<file path="src/rtl/tick_pkg.sv">
// Shared definitions for the tick time-keeper.
//   Field widths and limits of the HH:MM:SS counter, the state encodings of
//   the period monitor and of the load handshake, and a range check used to
//   validate time loads.
package tick_pkg;

  localparam int HH_W = 5;
  localparam int MM_W = 6;
  localparam int SS_W = 6;

  localparam logic [HH_W-1:0] HH_MAX = 5'd23;
  localparam logic [MM_W-1:0] MM_MAX = 6'd59;
  localparam logic [SS_W-1:0] SS_MAX = 6'd59;

  typedef enum logic {ARM, MEASURE} mon_state_t;
  typedef enum logic {IDLE, LOAD} load_state_t;

  function automatic logic time_in_range(input logic [HH_W-1:0] h,
                                         input logic [MM_W-1:0] m,
                                         input logic [SS_W-1:0] s);
    return (h <= HH_MAX) && (m <= MM_MAX) && (s <= SS_MAX);
  endfunction

endpackage

</file>
<file path="src/rtl/tick_timekeeper_if.sv">
// Time-load channel of the tick time-keeper.
//   set_valid/set_ready : valid/ready handshake, transfer on valid & ready
//   set_hh/mm/ss        : requested time, sampled at the transfer
//   set_nack            : one-cycle pulse, accepted load was out of range
// master = load requester, slave = time-keeper.
interface tick_timekeeper_if;
  import tick_pkg::*;

  logic            set_valid;
  logic            set_ready;
  logic [HH_W-1:0] set_hh;
  logic [MM_W-1:0] set_mm;
  logic [SS_W-1:0] set_ss;
  logic            set_nack;

  modport master (output set_valid, set_hh, set_mm, set_ss,
                  input  set_ready, set_nack);
  modport slave  (input  set_valid, set_hh, set_mm, set_ss,
                  output set_ready, set_nack);
endinterface

</file>
<file path="src/rtl/tick_timekeeper_sync_edge_detect.sv">
// Synchronizer plus rising-edge strobe for an asynchronous level input.
//   clk   : sampling clock
//   rst_n : asynchronous active-low reset
//   din   : asynchronous input, must be glitch-free
//   rise  : one-cycle strobe, high while the synchronized level is 1 and the
//           history flop still holds 0
// With STAGES=2 the strobe is high in the cycle after the second capture.
module sync_edge_detect #(
  parameter int STAGES = 2
) (
  input  logic clk,
  input  logic rst_n,
  input  logic din,
  output logic rise
);

  logic [STAGES-1:0] sync_reg;
  logic              hist_reg;

  always_ff @(posedge clk or negedge rst_n) begin
    if (!rst_n) begin
      sync_reg <= '0;
      hist_reg <= 1'b0;
    end else begin
      sync_reg <= {sync_reg[STAGES-2:0], din};
      hist_reg <= sync_reg[STAGES-1];
    end
  end

  assign rise = sync_reg[STAGES-1] & ~hist_reg;

endmodule

</file>
<file path="src/rtl/tick_timekeeper.sv">
// Time-of-day keeper driven by a divided clock treated as data.
//   clk_in, rst_n : system clock, asynchronous active-low reset
//   tick_clk      : divided clock; each rising edge advances HH:MM:SS
//   set_if        : time-load handshake (slave side)
//   hh, mm, ss    : current time, binary
//   sec_pulse     : one-cycle pulse coincident with each time advance
//   tick_err      : sticky flag, tick period out of tolerance or stalled
//   err_clr       : clears tick_err (a new error in the same cycle wins)
//   last_period   : clk_in cycles between the last two measured edges
module tick_timekeeper import tick_pkg::*; #(
  parameter int TICK_CYCLES = 20000000,
  parameter int TOL_CYCLES  = 1000,
  parameter int CNT_W       = 26
) (
  input  logic             clk_in,
  input  logic             rst_n,
  input  logic             tick_clk,
  tick_timekeeper_if.slave set_if,
  output logic [HH_W-1:0]  hh,
  output logic [MM_W-1:0]  mm,
  output logic [SS_W-1:0]  ss,
  output logic             sec_pulse,
  output logic             tick_err,
  input  logic             err_clr,
  output logic [CNT_W-1:0] last_period
);

  // Period limits in the one-bit-wider domain of counter+1.
  localparam logic [CNT_W:0] PER_LO   = (CNT_W+1)'(TICK_CYCLES - TOL_CYCLES);
  localparam logic [CNT_W:0] PER_HI   = (CNT_W+1)'(TICK_CYCLES + TOL_CYCLES);
  localparam logic [CNT_W:0] STALL_AT = (CNT_W+1)'(TICK_CYCLES + TOL_CYCLES + 1);

  logic tick_rise;

  sync_edge_detect #(.STAGES(2)) u_tick_sync (
    .clk   (clk_in),
    .rst_n (rst_n),
    .din   (tick_clk),
    .rise  (tick_rise)
  );

  // ---------------- load handshake ----------------
  load_state_t     load_state_reg, load_state_next;
  logic [HH_W-1:0] ld_hh_reg;
  logic [MM_W-1:0] ld_mm_reg;
  logic [SS_W-1:0] ld_ss_reg;
  logic            transfer;
  logic            ld_ok;

  assign set_if.set_ready = (load_state_reg == IDLE);
  assign transfer         = set_if.set_valid & set_if.set_ready;
  assign ld_ok            = time_in_range(ld_hh_reg, ld_mm_reg, ld_ss_reg);
  assign set_if.set_nack  = (load_state_reg == LOAD) & ~ld_ok;

  always_comb begin
    load_state_next = load_state_reg;
    case (load_state_reg)
      IDLE:    if (transfer) load_state_next = LOAD;
      LOAD:    load_state_next = IDLE;
      default: load_state_next = IDLE;
    endcase
  end

  // ---------------- time counter ----------------
  logic [HH_W-1:0] hh_reg, hh_next;
  logic [MM_W-1:0] mm_reg, mm_next;
  logic [SS_W-1:0] ss_reg, ss_next;
  logic            sec_pulse_reg, sec_pulse_next;

  // A LOAD cycle owns the time registers; an edge strobe landing in it is
  // dropped here (the monitor still sees it).
  always_comb begin
    hh_next        = hh_reg;
    mm_next        = mm_reg;
    ss_next        = ss_reg;
    sec_pulse_next = 1'b0;
    if (load_state_reg == LOAD) begin
      if (ld_ok) begin
        hh_next = ld_hh_reg;
        mm_next = ld_mm_reg;
        ss_next = ld_ss_reg;
      end
    end else if (tick_rise) begin
      sec_pulse_next = 1'b1;
      if (ss_reg == SS_MAX) begin
        ss_next = '0;
        if (mm_reg == MM_MAX) begin
          mm_next = '0;
          hh_next = (hh_reg == HH_MAX) ? '0 : hh_reg + 1'b1;
        end else begin
          mm_next = mm_reg + 1'b1;
        end
      end else begin
        ss_next = ss_reg + 1'b1;
      end
    end
  end

  // ---------------- period monitor ----------------
  mon_state_t       mon_state_reg, mon_state_next;
  logic [CNT_W-1:0] cnt_reg, cnt_next;
  logic [CNT_W:0]   cnt_inc;
  logic [CNT_W-1:0] cnt_sat;
  logic [CNT_W-1:0] last_period_reg, last_period_next;
  logic             tick_err_reg, tick_err_next;
  logic             new_err;

  assign cnt_inc = {1'b0, cnt_reg} + (CNT_W+1)'(1);
  assign cnt_sat = (&cnt_reg) ? cnt_reg : cnt_inc[CNT_W-1:0];

  always_comb begin
    mon_state_next   = mon_state_reg;
    cnt_next         = cnt_reg;
    last_period_next = last_period_reg;
    new_err          = 1'b0;
    case (mon_state_reg)
      ARM: begin
        cnt_next = '0;
        if (tick_rise) mon_state_next = MEASURE;
      end
      MEASURE: begin
        if (tick_rise) begin
          last_period_next = cnt_sat;
          cnt_next         = '0;
          new_err          = (cnt_inc < PER_LO) || (cnt_inc > PER_HI);
        end else if (cnt_inc == STALL_AT) begin
          // No edge inside the tolerance window: flag once, wait for re-arm.
          new_err        = 1'b1;
          cnt_next       = '0;
          mon_state_next = ARM;
        end else begin
          cnt_next = cnt_sat;
        end
      end
      default: mon_state_next = ARM;
    endcase
    tick_err_next = new_err ? 1'b1 : (err_clr ? 1'b0 : tick_err_reg);
  end

  // ---------------- state registers ----------------
  always_ff @(posedge clk_in or negedge rst_n) begin
    if (!rst_n) begin
      load_state_reg  <= IDLE;
      ld_hh_reg       <= '0;
      ld_mm_reg       <= '0;
      ld_ss_reg       <= '0;
      hh_reg          <= '0;
      mm_reg          <= '0;
      ss_reg          <= '0;
      sec_pulse_reg   <= 1'b0;
      mon_state_reg   <= ARM;
      cnt_reg         <= '0;
      last_period_reg <= '0;
      tick_err_reg    <= 1'b0;
    end else begin
      load_state_reg  <= load_state_next;
      if (transfer) begin
        ld_hh_reg <= set_if.set_hh;
        ld_mm_reg <= set_if.set_mm;
        ld_ss_reg <= set_if.set_ss;
      end
      hh_reg          <= hh_next;
      mm_reg          <= mm_next;
      ss_reg          <= ss_next;
      sec_pulse_reg   <= sec_pulse_next;
      mon_state_reg   <= mon_state_next;
      cnt_reg         <= cnt_next;
      last_period_reg <= last_period_next;
      tick_err_reg    <= tick_err_next;
    end
  end

  assign hh          = hh_reg;
  assign mm          = mm_reg;
  assign ss          = ss_reg;
  assign sec_pulse   = sec_pulse_reg;
  assign tick_err    = tick_err_reg;
  assign last_period = last_period_reg;

endmodule

</file>
<file path="src/flat_wrapper.sv">
// flat-port wrapper written by rule: the top's interface ports become plain ports
module tick_timekeeper_flat import tick_pkg::*;
#(
  parameter int TICK_CYCLES = 20000000,
  parameter int TOL_CYCLES  = 1000,
  parameter int CNT_W       = 26
)
  (clk_in, rst_n, tick_clk, hh, mm, ss, sec_pulse, tick_err, err_clr, last_period, set_if_set_valid, set_if_set_hh, set_if_set_mm, set_if_set_ss, set_if_set_ready, set_if_set_nack);
  tick_timekeeper_if set_if_i ();
  input  logic clk_in;
  input  logic rst_n;
  input  logic tick_clk;
  output logic [HH_W-1:0] hh;
  output logic [MM_W-1:0] mm;
  output logic [SS_W-1:0] ss;
  output logic sec_pulse;
  output logic tick_err;
  input  logic err_clr;
  output logic [CNT_W-1:0] last_period;
  input wire logic [$bits(set_if_i.set_valid)-1:0] set_if_set_valid;
  input wire logic [$bits(set_if_i.set_hh)-1:0] set_if_set_hh;
  input wire logic [$bits(set_if_i.set_mm)-1:0] set_if_set_mm;
  input wire logic [$bits(set_if_i.set_ss)-1:0] set_if_set_ss;
  output wire logic [$bits(set_if_i.set_ready)-1:0] set_if_set_ready;
  output wire logic [$bits(set_if_i.set_nack)-1:0] set_if_set_nack;
  assign set_if_i.set_valid = set_if_set_valid;
  assign set_if_i.set_hh = set_if_set_hh;
  assign set_if_i.set_mm = set_if_set_mm;
  assign set_if_i.set_ss = set_if_set_ss;
  assign set_if_set_ready = set_if_i.set_ready;
  assign set_if_set_nack = set_if_i.set_nack;
  tick_timekeeper #(.TICK_CYCLES(TICK_CYCLES), .TOL_CYCLES(TOL_CYCLES), .CNT_W(CNT_W)) u_core (.clk_in(clk_in), .rst_n(rst_n), .tick_clk(tick_clk), .set_if(set_if_i), .hh(hh), .mm(mm), .ss(ss), .sec_pulse(sec_pulse), .tick_err(tick_err), .err_clr(err_clr), .last_period(last_period));
endmodule
</file>
<file path="config.mk">
export PLATFORM = sky130hd
export DESIGN_NAME = tick_timekeeper_flat
export DESIGN_NICKNAME = d
export VERILOG_FILES = /design/src/rtl/tick_pkg.sv /design/src/rtl/tick_timekeeper_if.sv /design/src/rtl/tick_timekeeper_sync_edge_detect.sv /design/src/rtl/tick_timekeeper.sv /design/src/flat_wrapper.sv
export SDC_FILE = /design/constraint.sdc
export NUM_CORES = 1
export LEC_CHECK = 0
export BUFFER_PORTS_ARGS = -buffer_cell sky130_fd_sc_hd__clkbuf_2
export CAP_MARGIN = 0
export CORE_UTILIZATION = 40
export CTS_CLUSTER_DIAMETER = 200
export DETAILED_ROUTE_END_ITERATION = 8
export PLACE_DENSITY = 0.61
export SLEW_MARGIN = 5
export SYNTH_ARGS = -nofsm -noshare
export SYNTH_HDL_FRONTEND = slang
export SYNTH_SLANG_ARGS = --single-unit
</file>
<file path="constraint.sdc">
create_clock -name clk_in -period 4.05 [get_ports clk_in]
set_input_delay 0.81 -clock clk_in [delete_from_list [all_inputs] [get_ports clk_in]]
set_output_delay 0.81 -clock clk_in [all_outputs]
set_load 0.02 [all_outputs]
</file>
==> metrics.txt <==
Remaining DRCs 0; Sinks on Clock Net 93; Max FO, Critical Path 25; GRT Residual Overflow 0; #FFs+latches synth 93; register area share after synthesis 47.23%; crit start category flip-flop; Layout area overhead 14.55%; total global-route track usage 18.53%; delay-heaviest family, CP simple AND/OR/NAND/NOR gates; synth unique cells 63; worst min path class reg -> reg; layout cells sized above 1 20.75%; fin crit share 82.57%; CP Cell Sequence ha_1 > and4_1 > buf_4 > a21o_1 > a2111oi_2 > o221ai_1 > nor4_2 > a41oi_2 > nand2_2 > nor2_1; Ys Warns 0; root buffer cell clkbuf_16; Mean Syn Cell Area 9.297 um2; CTS Hold Bufs 0; First DRT Iteration DRCs 204; IO Pins 69; CP endpoint kind flip-flop; core area 0.01201 mm2; critical path type reg -> reg; Synth async-reset ratio 100.0%; max-cap viol count 0; GP Congestion 0.8586; antenna violations before repair 0; synthesized cell area 0.004927 mm2; final worst setup slack 0.7059 ns; post-route ant nets 0; Syn Nets 558; chip width 113.0 um; Fin Hold WS 0.3516 ns; post-synth top area cell dfrtp_1; r2r endpoint u_core.cnt_reg[14]$_DFF_PN0_; antenna cells 0; clock tree buffer depth 2; slowest cell delay on critical path 0.46 ns; Synth Area in Simple Gates 24.20%; CP Capture Point u_core.cnt_reg[14]$_DFF_PN0_; clock period minus worst slack 3.344 ns; post-synthesis adder-cell area fraction 1.524%; Worst-path clk slew 0.06 ns; wire per inst 15.05 um; worst r2r path cells 10; IO buf count 68; Detailed Routing Iterations Pass 1 5; most common flop cell mapped by yosys dfrtp_1; TritonCTS clock tree yes; vias in the first global route 3852; flop2flop setup slack 0.71 ns; cell area after layout 0.005644 mm2; Slew Limit Fails 0; worst slack at placement 0.6934 ns; worst path required time 4.26 ns; CP Depth 10; final setup fails 0; synth top area cells dfrtp_1 47%, o21ai_0 6.0%, nor2_1 5.1%; dpl hpwl 7.878 mm; Worst setup startpoint u_core.cnt_reg[1]$_DFF_PN0_; nets 611; Reg-to-Reg Start u_core.cnt_reg[1]$_DFF_PN0_; largest family of logic cells by synthesized area simple AND/OR/NAND/NOR gates; unrepaired setup endpoints after global routing false; Vias 4069; PwrDens 465.1 mW/mm2; Worst Clk Skew 0.01076 ns; CTS buffer count 9; H-tree Lvls 3; peak supply drop 0.3375 mV; Final Hold Fails 0; first-pass GRT wire length 18.66 mm; Post-Place Cells 719; setup bufs post-CTS 0; Slew @ Worst Pin 0.9700 ns; status complete, no violations; Critical Path AT 3.56 ns; Post-synth EDFFs 0; chip height 113.0 um; Post-Synth XOR/XNOR Area 3.377%; Fillers 1162; pin count of the biggest net entering global routing 78; CP Buf/Inv Count 1; Die ar. 0.01277 mm2; num rows 40; Finished Layout Cells 735; CP max-delay cell dfrtp_1; DP Area 0.005343 mm2; P_leak 2.518 nW; Routed WL 11.06 mm; compound-gate portion of the synthesized area 14.47%; Fmax 299.0 MHz; Skew-Pair Late Insertion Delay 0.35 ns; worst hold stages 0; setup TNS 0 ns; Slew HR 35.34%; Post-CTS Resized 0; top cell type's share of synthesized area 47.23%; vias per cell 5.536; Gate Count Post-Synth 530; Starting Density 41.02%; mux share of post-synthesis cell area 5.180%
[kinds of logic after synthesis]
group           after synthesis
simple gates                233
compound gates              114
flops                        93
buf+inv                      42
mux                          23
xor+xnor                     19
fa+ha+maj                     6
[power breakdown]
part           internal (W)  total, W  switching (W)  leakage, nW
sequential          0.00106   0.00121       0.000156         1.20
combinational      0.000215  0.000564       0.000349         1.17
clock              0.000484  0.000848       0.000364        0.143
total               0.00176   0.00263       0.000869         2.52
[per-layer routing]
layer	part of all wire (%)	track usage, %	wire length (um)	vias to the layer above
met2	47	29.84	5184	106
met3	6.0	4.928	666	14
met5	0	0	0	-
met4	1.7	6.404	187	0
li1	-	-	-	1993
met1	45	24.22	5022	1956
[layout by cell type, fill, tap and decap left out, drive strengths merged, types with 7 or more instances in the layout]
cell type / synthesis / routed
dfrtp: 93 / 93
clkbuf: 20 / 77
nor2: 67 / 67
o21ai: 59 / 59
nand2: 56 / 56
nand3: 24 / 24
mux2: 20 / 20
nand4: 16 / 16
a21oi: 15 / 15
nor3: 13 / 13
nor2b: 11 / 11
and3: 11 / 11
xnor2: 11 / 11
inv: 9 / 10
xor2: 8 / 8
buf: 13 / 8
nor4: 7 / 7
[synthesized netlist by cell type (9+ instances only)]
master    instances
xnor2_1          11
nor2b_1          11
nand2_1          54
nand3_1          22
o21ai_0          59
inv_1             9
nor3_1           13
mux2_2           20
a21oi_1          15
clkbuf_1         19
nand4_1          15
and3_1           11
nor2_1           67
dfrtp_1          93
[how the worst min path moves through the flow]
stage	start	end	slack [ns]
floorplan	u_core.u_tick_sync.sync_reg[0]$_DFF_PN0_	u_core.u_tick_sync.sync_reg[1]$_DFF_PN0_	0.33
global placement	u_core.u_tick_sync.sync_reg[0]$_DFF_PN0_	u_core.u_tick_sync.sync_reg[1]$_DFF_PN0_	0.34
detailed placement	u_core.u_tick_sync.sync_reg[0]$_DFF_PN0_	u_core.u_tick_sync.sync_reg[1]$_DFF_PN0_	0.34
CTS	u_core.u_tick_sync.sync_reg[0]$_DFF_PN0_	u_core.u_tick_sync.sync_reg[1]$_DFF_PN0_	0.36
global route	u_core.u_tick_sync.sync_reg[0]$_DFF_PN0_	u_core.u_tick_sync.sync_reg[1]$_DFF_PN0_	0.37
finish	u_core.u_tick_sync.sync_reg[0]$_DFF_PN0_	u_core.u_tick_sync.sync_reg[1]$_DFF_PN0_	0.35
[per-stage QoR]
step | power, W | util (%)
5_1_grt | 0.002788 | 46.99
4_1_cts | 0.002664 | 46.99
6_report | 0.002625 | 46.99
2_1_floorplan | 0.001587 | -
3_3_place_gp | 0.001780 | 44.48
3_5_place_dp | 0.001800 | 44.48
[area by class of cell]
cell class                      count  area [um2]  area share (%)
Timing Repair Buffer               75       395.4           7.005
Inverter                            9       33.78          0.5985
Sequential cell                    93        2327           41.23
Tap cell                          147       183.9           3.259
Clock inverter                      6       72.57           1.286
Clock buffer                       10       229.0           4.057
Multi-Input combinational cell    395        2402           42.56
(Power assumes the default switching activity.)
